==> config.mk <==
export PLATFORM = sky130hd
export DESIGN_NAME = bp_be_stride_pf_ctrl
export DESIGN_NICKNAME = d
export VERILOG_FILES = /design/src/rtl/bp_be_stride_pf_ctrl.sv
export SDC_FILE = /design/constraint.sdc
export NUM_CORES = 1
export LEC_CHECK = 0
export BUFFER_PORTS_ARGS = -buffer_cell sky130_fd_sc_hd__buf_2
export CAP_MARGIN = 20
export CORE_MARGIN = 4
export CORE_UTILIZATION = 50
export CTS_BUF_LIST = sky130_fd_sc_hd__clkbuf_8
export CTS_CLUSTER_DIAMETER = 40
export DETAILED_ROUTE_END_ITERATION = 6
export PLACE_DENSITY = 0.72
export SETUP_SLACK_MARGIN = 0.3
export SLEW_MARGIN = 20
export SYNTH_ARGS = -nofsm -noshare
export SYNTH_HDL_FRONTEND = slang
export SYNTH_SLANG_ARGS = --single-unit
export TNS_END_PERCENT = 30
==> constraint.sdc <==
create_clock -name clk_i -period 6.6 [get_ports clk_i]
set_clock_uncertainty 0.05 [all_clocks]
set_input_delay 1.98 -clock clk_i [delete_from_list [all_inputs] [get_ports clk_i]]
set_output_delay 1.98 -clock clk_i [all_outputs]
set_load 0.03 [all_outputs]
==> src/rtl/bp_be_stride_pf_ctrl.sv <==
// Stride prefetch controller: forwards committed loads to the RPT, and on a confirmed
// stride issues up to degree_p same-page prefetches through a valid/ready port.

typedef enum logic [1:0] {e_bp_default_cfg, e_bp_sv48_cfg} bp_params_e;

module bp_be_stride_pf_ctrl
  #(parameter bp_params_e bp_params_p = e_bp_default_cfg
   , parameter int stride_width_p = 8
   , parameter int degree_p = 2
   , parameter int rpt_latency_p = 2
   , localparam int vaddr_width_p = (bp_params_p == e_bp_sv48_cfg) ? 48 : 39
   )
   (input  logic                             clk_i
   , input  logic                            reset_i
   , input  logic                            ld_v_i
   , input  logic [vaddr_width_p-1:0]        ld_pc_i
   , input  logic [vaddr_width_p-1:0]        ld_eff_addr_i
   , output logic                            rpt_w_v_o
   , output logic [vaddr_width_p-1:0]        rpt_pc_o
   , output logic [vaddr_width_p-1:0]        rpt_eff_addr_o
   , input  logic                            rpt_init_done_i
   , input  logic                            stride_v_i
   , input  logic [stride_width_p-1:0]       stride_i
   , input  logic                            start_discovery_i
   , input  logic                            confirm_discovery_i
   , input  logic                            demand_v_i
   , output logic                            pf_v_o
   , output logic [vaddr_width_p-1:0]        pf_addr_o
   , input  logic                            pf_ready_i
   , output logic                            busy_o
   , output logic [7:0]                      drop_cnt_o
   );

   typedef enum logic [1:0] {e_init, e_idle, e_issue} state_e;

   function automatic logic signed [vaddr_width_p-1:0] sext
     (input logic [stride_width_p-1:0] s);
      return {{(vaddr_width_p-stride_width_p){s[stride_width_p-1]}}, s};
   endfunction

   function automatic logic same_page
     (input logic [vaddr_width_p-1:0] a, input logic [vaddr_width_p-1:0] b);
      return a[vaddr_width_p-1:12] == b[vaddr_width_p-1:12];
   endfunction

   state_e                          state_q, state_d;
   logic                            armed_q, armed_d;
   logic                            hold_q, hold_d;
   logic [2:0]                      remaining_q, remaining_d;
   logic [vaddr_width_p-1:0]        addr_q, addr_d;
   logic [vaddr_width_p-1:0]        base_q, base_d;
   logic signed [vaddr_width_p-1:0] stride_q, stride_d;
   logic [7:0]                      drop_cnt_q, drop_cnt_d;
   logic [vaddr_width_p-1:0]        dl_q [rpt_latency_p];
   logic [vaddr_width_p-1:0]        dl_d [rpt_latency_p];

   logic signed [vaddr_width_p-1:0] stride_sx;
   logic [vaddr_width_p-1:0]        base_tap, first_addr, next_addr;
   logic                            trigger, handshake;

   assign rpt_w_v_o      = ld_v_i & (state_q != e_init) & ~reset_i;
   assign rpt_pc_o       = ld_pc_i;
   assign rpt_eff_addr_o = ld_eff_addr_i;

   // The oldest delay-line tap lines up with the RPT's answer for that load
   assign base_tap   = dl_q[rpt_latency_p-1];
   assign stride_sx  = sext(stride_i);
   assign first_addr = base_tap + stride_sx;
   assign next_addr  = addr_q + stride_q;
   assign trigger    = stride_v_i & (armed_q | confirm_discovery_i) & (stride_i != '0);

   // Once offered, a request is held through demand traffic until accepted
   assign pf_v_o     = ~reset_i & (state_q == e_issue) & (hold_q | ~demand_v_i);
   assign handshake  = pf_v_o & pf_ready_i;
   assign pf_addr_o  = reset_i ? '0 : addr_q;
   assign busy_o     = ~reset_i & (state_q == e_issue);
   assign drop_cnt_o = drop_cnt_q;

   always_comb begin
      state_d     = state_q;
      armed_d     = confirm_discovery_i ? 1'b1 : (start_discovery_i ? 1'b0 : armed_q);
      hold_d      = pf_v_o & ~pf_ready_i;
      remaining_d = remaining_q;
      addr_d      = addr_q;
      base_d      = base_q;
      stride_d    = stride_q;
      drop_cnt_d  = drop_cnt_q;
      dl_d[0]     = rpt_eff_addr_o;
      for (int i = 1; i < rpt_latency_p; i++) dl_d[i] = dl_q[i-1];

      case (state_q)
         e_init: if (rpt_init_done_i) state_d = e_idle;
         e_idle: begin
            if (trigger && same_page(first_addr, base_tap)) begin
               stride_d    = stride_sx;
               base_d      = base_tap;
               addr_d      = first_addr;
               remaining_d = 3'(degree_p);
               state_d     = e_issue;
            end
         end
         e_issue: begin
            if (trigger && (drop_cnt_q != 8'hFF)) drop_cnt_d = drop_cnt_q + 8'd1;
            if (handshake) begin
               remaining_d = remaining_q - 3'd1;
               addr_d      = next_addr;
               if ((remaining_q == 3'd1) || !same_page(next_addr, base_q)) state_d = e_idle;
            end
         end
         default: state_d = e_init;
      endcase
   end

   always_ff @(posedge clk_i) begin
      if (reset_i) begin
         state_q     <= e_init;
         armed_q     <= 1'b0;
         hold_q      <= 1'b0;
         remaining_q <= '0;
         addr_q      <= '0;
         base_q      <= '0;
         stride_q    <= '0;
         drop_cnt_q  <= '0;
         for (int i = 0; i < rpt_latency_p; i++) dl_q[i] <= '0;
      end else begin
         state_q     <= state_d;
         armed_q     <= armed_d;
         hold_q      <= hold_d;
         remaining_q <= remaining_d;
         addr_q      <= addr_d;
         base_q      <= base_d;
         stride_q    <= stride_d;
         drop_cnt_q  <= drop_cnt_d;
         for (int i = 0; i < rpt_latency_p; i++) dl_q[i] <= dl_d[i];
      end
   end

endmodule

==> report_table.html <==
<table>
<tr><th>Metric</th><th>Value</th></tr>
<tr><th colspan="2">Run status</th></tr>
<tr><td>Run status</td><td>finished, violations left</td></tr>
<tr><td>Failing checks</td><td>DRC</td></tr>
<tr><th colspan="2">Hold path</th></tr>
<tr><td>Worst min-delay path class</td><td>reg2reg</td></tr>
<tr><td>Worst Hold Path Cells</td><td>1</td></tr>
<tr><th colspan="2">Critical path</th></tr>
<tr><td>Required time worst endpoint</td><td>6.91 ns</td></tr>
<tr><td>Worst path bufs/invs</td><td>2</td></tr>
<tr><td>Worst setup path category</td><td>in2reg</td></tr>
<tr><td>Worst setup SP type</td><td>primary input</td></tr>
<tr><td>Number of cell instances on the worst register-to-register path</td><td>12</td></tr>
<tr><td>Data arrival at the endpoint of the critical path</td><td>6.24 ns</td></tr>
<tr><td>Biggest fanout along the worst timing path</td><td>29</td></tr>
<tr><td>Endpoint class of the critical path</td><td>register</td></tr>
<tr><td>Largest stage delay on the critical path</td><td>0.52 ns</td></tr>
<tr><td>Crit path cell chain</td><td>buf_2 &gt; ha_1 &gt; a21oi_2 &gt; o21ai_2 &gt; a221o_1 &gt; or4_1 &gt; a31oi_1 &gt; a22oi_1 &gt; a2111o_1 &gt; nor4_2 &gt; and4b_2 &gt; buf_4 &gt; mux2i_1 &gt; nor2_1</td></tr>
<tr><td>Cell with the largest stage delay on the worst path</td><td>sky130_fd_sc_hd__buf_2</td></tr>
<tr><td>Crit-path leading delay family</td><td>compound AO/OA/AOI/OAI gates</td></tr>
<tr><td>Number of cells on the critical path</td><td>14</td></tr>
<tr><th colspan="2">Clocking</th></tr>
<tr><td>Clock-pin transition on the worst setup and hold timing paths</td><td>0.09 ns</td></tr>
<tr><td>CTS Sinks</td><td>167</td></tr>
<tr><td>Worst-Skew Late Latency</td><td>0.49 ns</td></tr>
<tr><td>Count of instances resized after the clock tree is built</td><td>0</td></tr>
<tr><td>Count of hold buffers inserted by post-cts repair</td><td>0</td></tr>
<tr><td>Cell at the root of the clock tree</td><td>sky130_fd_sc_hd__clkbuf_8</td></tr>
<tr><td>Clock tree from TritonCTS</td><td>done</td></tr>
<tr><td>Buffer levels on the longest clock path</td><td>2</td></tr>
<tr><td>Number of buffers added by the clock tree synthesis step</td><td>17</td></tr>
<tr><td>H-tree levels</td><td>4</td></tr>
<tr><td>Number of post-CTS setup repair buffers</td><td>0</td></tr>
<tr><th colspan="2">Global routing</th></tr>
<tr><td>Largest net degree at the start of global routing</td><td>78</td></tr>
<tr><td>Overflow left after global routing</td><td>0</td></tr>
<tr><td>Via count of the first global-routing pass</td><td>11.2k</td></tr>
<tr><td>First-pass GRT wire length</td><td>61,400 um</td></tr>
<tr><td>Antenna violations before repair</td><td>0</td></tr>
<tr><td>Overall Global Routing Usage</td><td>27.0%</td></tr>
<tr><th colspan="2">Finish</th></tr>
<tr><td>Final Instance Count excl. Fillers</td><td>2,000</td></tr>
<tr><td>Fraction of final layout cells with drive strength greater than 1</td><td>15.1%</td></tr>
<tr><td>Total non-filler cell area in the finished layout</td><td>0.0139 mm^2</td></tr>
<tr><td>Commonest non-fill, non-tap cells in the layout</td><td>167 x sky130_fd_sc_hd__dfxtp_1, 143 x sky130_fd_sc_hd__buf_2, 137 x sky130_fd_sc_hd__nor2_1</td></tr>
<tr><td>Layout Area Growth over Synthesis</td><td>7.01%</td></tr>
<tr><td>Number of antenna diodes</td><td>0</td></tr>
<tr><td>Most common cell after layout, fill and taps aside</td><td>sky130_fd_sc_hd__dfxtp_1</td></tr>
<tr><td>Total number of nets in the final design</td><td>1,833</td></tr>
<tr><th colspan="2">Timing</th></tr>
<tr><td>Final Critical Period</td><td>5.93 ns</td></tr>
<tr><td>Final TNS setup</td><td>0 ns</td></tr>
<tr><td>Worst hold margin</td><td>0.388 ns</td></tr>
<tr><td>Maximum clock frequency</td><td>169 MHz</td></tr>
<tr><td>Max-slew violations</td><td>0</td></tr>
<tr><td>Actual slew at the worst max-slew pin</td><td>0.925 ns</td></tr>
<tr><td>Portion of the clock cycle consumed by the worst path in the final layout</td><td>89.9%</td></tr>
<tr><td>Final worst setup slack</td><td>0.670 ns</td></tr>
<tr><td>Final setup viols</td><td>0</td></tr>
<tr><td>Relative slew slack</td><td>37.8%</td></tr>
<tr><td>Number of failing hold endpoints at the final stage</td><td>0</td></tr>
<tr><td>Unrepaired setup endpoints after global routing</td><td>no</td></tr>
<tr><th colspan="2">Run</th></tr>
<tr><td>Max-cap violations</td><td>0</td></tr>
<tr><th colspan="2">Synth</th></tr>
<tr><td>Synth area leader</td><td>sky130_fd_sc_hd__dfxtp_1</td></tr>
<tr><td>Proportion of synthesized flip-flops having asynchronous set or reset</td><td>0%</td></tr>
<tr><td>Mapped Nets</td><td>1,801</td></tr>
<tr><td>Register bit total from synthesis</td><td>167</td></tr>
<tr><td>Syn Std Cell Area</td><td>0.0130 mm^2</td></tr>
<tr><td>Number of instances in the synthesized netlist</td><td>1,625</td></tr>
<tr><td>Post-synthesis cell type count</td><td>82</td></tr>
<tr><td>Yosys Warn Count</td><td>0</td></tr>
<tr><td>Proportion of synthesized chip area in sequential cells</td><td>25.8%</td></tr>
<tr><td>Most used DFF post-synth</td><td>sky130_fd_sc_hd__dfxtp_1</td></tr>
<tr><td>Number of enable flip-flop cells after synthesis</td><td>0</td></tr>
<tr><td>Syn_area_per_cell</td><td>7.98 um^2</td></tr>
<tr><td>Share of Yosys cell area claimed by the top area cell type</td><td>25.8%</td></tr>
<tr><td>Leading cell types by total area after synthesis</td><td>sky130_fd_sc_hd__dfxtp_1 26%, sky130_fd_sc_hd__ha_1 7.6%, sky130_fd_sc_hd__nor2b_1 5.8%</td></tr>
<tr><th colspan="2">Power</th></tr>
<tr><td>Pwr/cell area</td><td>166 mW/mm^2</td></tr>
<tr><td>Largest voltage drop on the vdd net</td><td>98.8 uV</td></tr>
<tr><td>Cell leakage power</td><td>5.88 nW</td></tr>
<tr><th colspan="2">Place</th></tr>
<tr><td>Placement Setup Slack</td><td>0.251 ns</td></tr>
<tr><td># placed instances</td><td>1,968</td></tr>
<tr><td>Input/output buffers</td><td>144</td></tr>
<tr><td>Placed instance area</td><td>0.0134 mm^2</td></tr>
<tr><td>HPWL reported at the end of detailed placement</td><td>30,800 um</td></tr>
<tr><td>RD Place Congestion</td><td>1.03</td></tr>
<tr><th colspan="2">Floorplan</th></tr>
<tr><td>Die boundary height</td><td>169 um</td></tr>
<tr><td>Count of boundary I/O pins</td><td>223</td></tr>
<tr><td>Effective utilization at floorplan</td><td>51.2%</td></tr>
<tr><td>Chip Width</td><td>169 um</td></tr>
<tr><td>Standard-cell rows</td><td>58</td></tr>
<tr><td>Area enclosed by the die boundary</td><td>0.0286 mm^2</td></tr>
<tr><td>Core Region</td><td>0.0253 mm^2</td></tr>
<tr><th colspan="2">Drt</th></tr>
<tr><td>Number of routed nets with antenna violations</td><td>0</td></tr>
<tr><td>DRT iter0 DRCs</td><td>1,125</td></tr>
<tr><td>DR DRC count</td><td>2</td></tr>
<tr><td>Total via count in the routed design</td><td>11.9k</td></tr>
<tr><td>WL per Instance</td><td>19.7 um</td></tr>
<tr><td>Detailed-routing iteration count for the pre-antenna-repair pass</td><td>7</td></tr>
<tr><td>Total routed wirelength</td><td>39,300 um</td></tr>
<tr><td>Vias per cell</td><td>5.96</td></tr>
</table>
through the flow:
step	power, W	util, %
final	0.00230	54.8
after global routing	0.00239	54.8
after CTS	0.00230	54.8
after detailed placement	0.00150	53.1
after global placement	0.00150	53.1
after floorplan	0.00141	-
logic make-up (layout without fill, tap and decap cells):
group,after synthesis,in the layout,synth area share (%)
compound gates,414,414,21.1
xor+xnor,120,120,9.40
simple gates,600,600,23.7
flops,167,167,25.8
mux,48,48,3.87
fa+ha+maj,81,81,7.94
buf+inv,195,240,8.24
Yosys cell counts, drive strengths merged (39+ instances only):
cell and number:
a21oi 131, buf 94, clkbuf 73, dfxtp 167, ha 79, mux2i 40
nand2 112, nand3 66, nor2 138, nor2b 120, nor3 39, o21ai 89
xnor2 66, xor2 42
layer usage:
metal / up-vias / global-route usage, % / wire length (um)
met3: 71 / 4.83 / 2900
met1: 5557 / 37.8 / 17700
met2: 490 / 42.0 / 17600
met5: - / 0 / 0
li1: 5810 / - / -
met4: 0 / 9.07 / 1150
final timing paths:
kind / start / endpoint / slack (ns)
hold reg to reg: dl_q[0][22] / dl_q[0][61] / 0.39
setup reg to reg: stride_q[7] / state_q[0] / 2.11
setup / recovery: stride_i[7] / base_q[32] / 0.67
hold / removal: dl_q[0][22] / dl_q[0][61] / 0.39
final cells by class:
class	instances	area, um^2
clock buffer	18	248
clock inverter	14	173
fill	2386	11500
inverter	28	105
multi-input combinational	1263	8550
sequential	167	3340
tap	330	413
timing repair buffer	180	1030
power breakdown:
| group | internal [W] | leakage [nW] | switching [W] | total [W] |
|---|---|---|---|---|
| sequential | 0.00103 | 1.36 | 0.0000177 | 0.00105 |
| clock | 0.000388 | 0.209 | 0.000433 | 0.000821 |
| combinational | 0.000159 | 4.31 | 0.000277 | 0.000435 |
registers in the layout, summed over array words and instances, names as in the netlist:
register,flops
drop_cnt_o,8
addr_q,39
state_q,2
base_q,27
armed_q,1
hold_q,1
remaining_q,3
dl_q,78
stride_q,8
worst reg2reg max path: stages (launching register included):
cell	delay, ns
sky130_fd_sc_hd__dfxtp_1	0.33
sky130_fd_sc_hd__buf_4	0.27
sky130_fd_sc_hd__ha_1	0.59
sky130_fd_sc_hd__nand2_1	0.11
sky130_fd_sc_hd__o21ai_0	0.40
sky130_fd_sc_hd__nor3_1	0.23
sky130_fd_sc_hd__o31ai_1	0.83
sky130_fd_sc_hd__a2111oi_0	0.24
sky130_fd_sc_hd__nor3_1	0.46
sky130_fd_sc_hd__xnor2_1	0.15
sky130_fd_sc_hd__nor4_1	0.38
sky130_fd_sc_hd__nand4_1	0.19
sky130_fd_sc_hd__o211a_1	0.15
(Power assumes the default switching activity.)
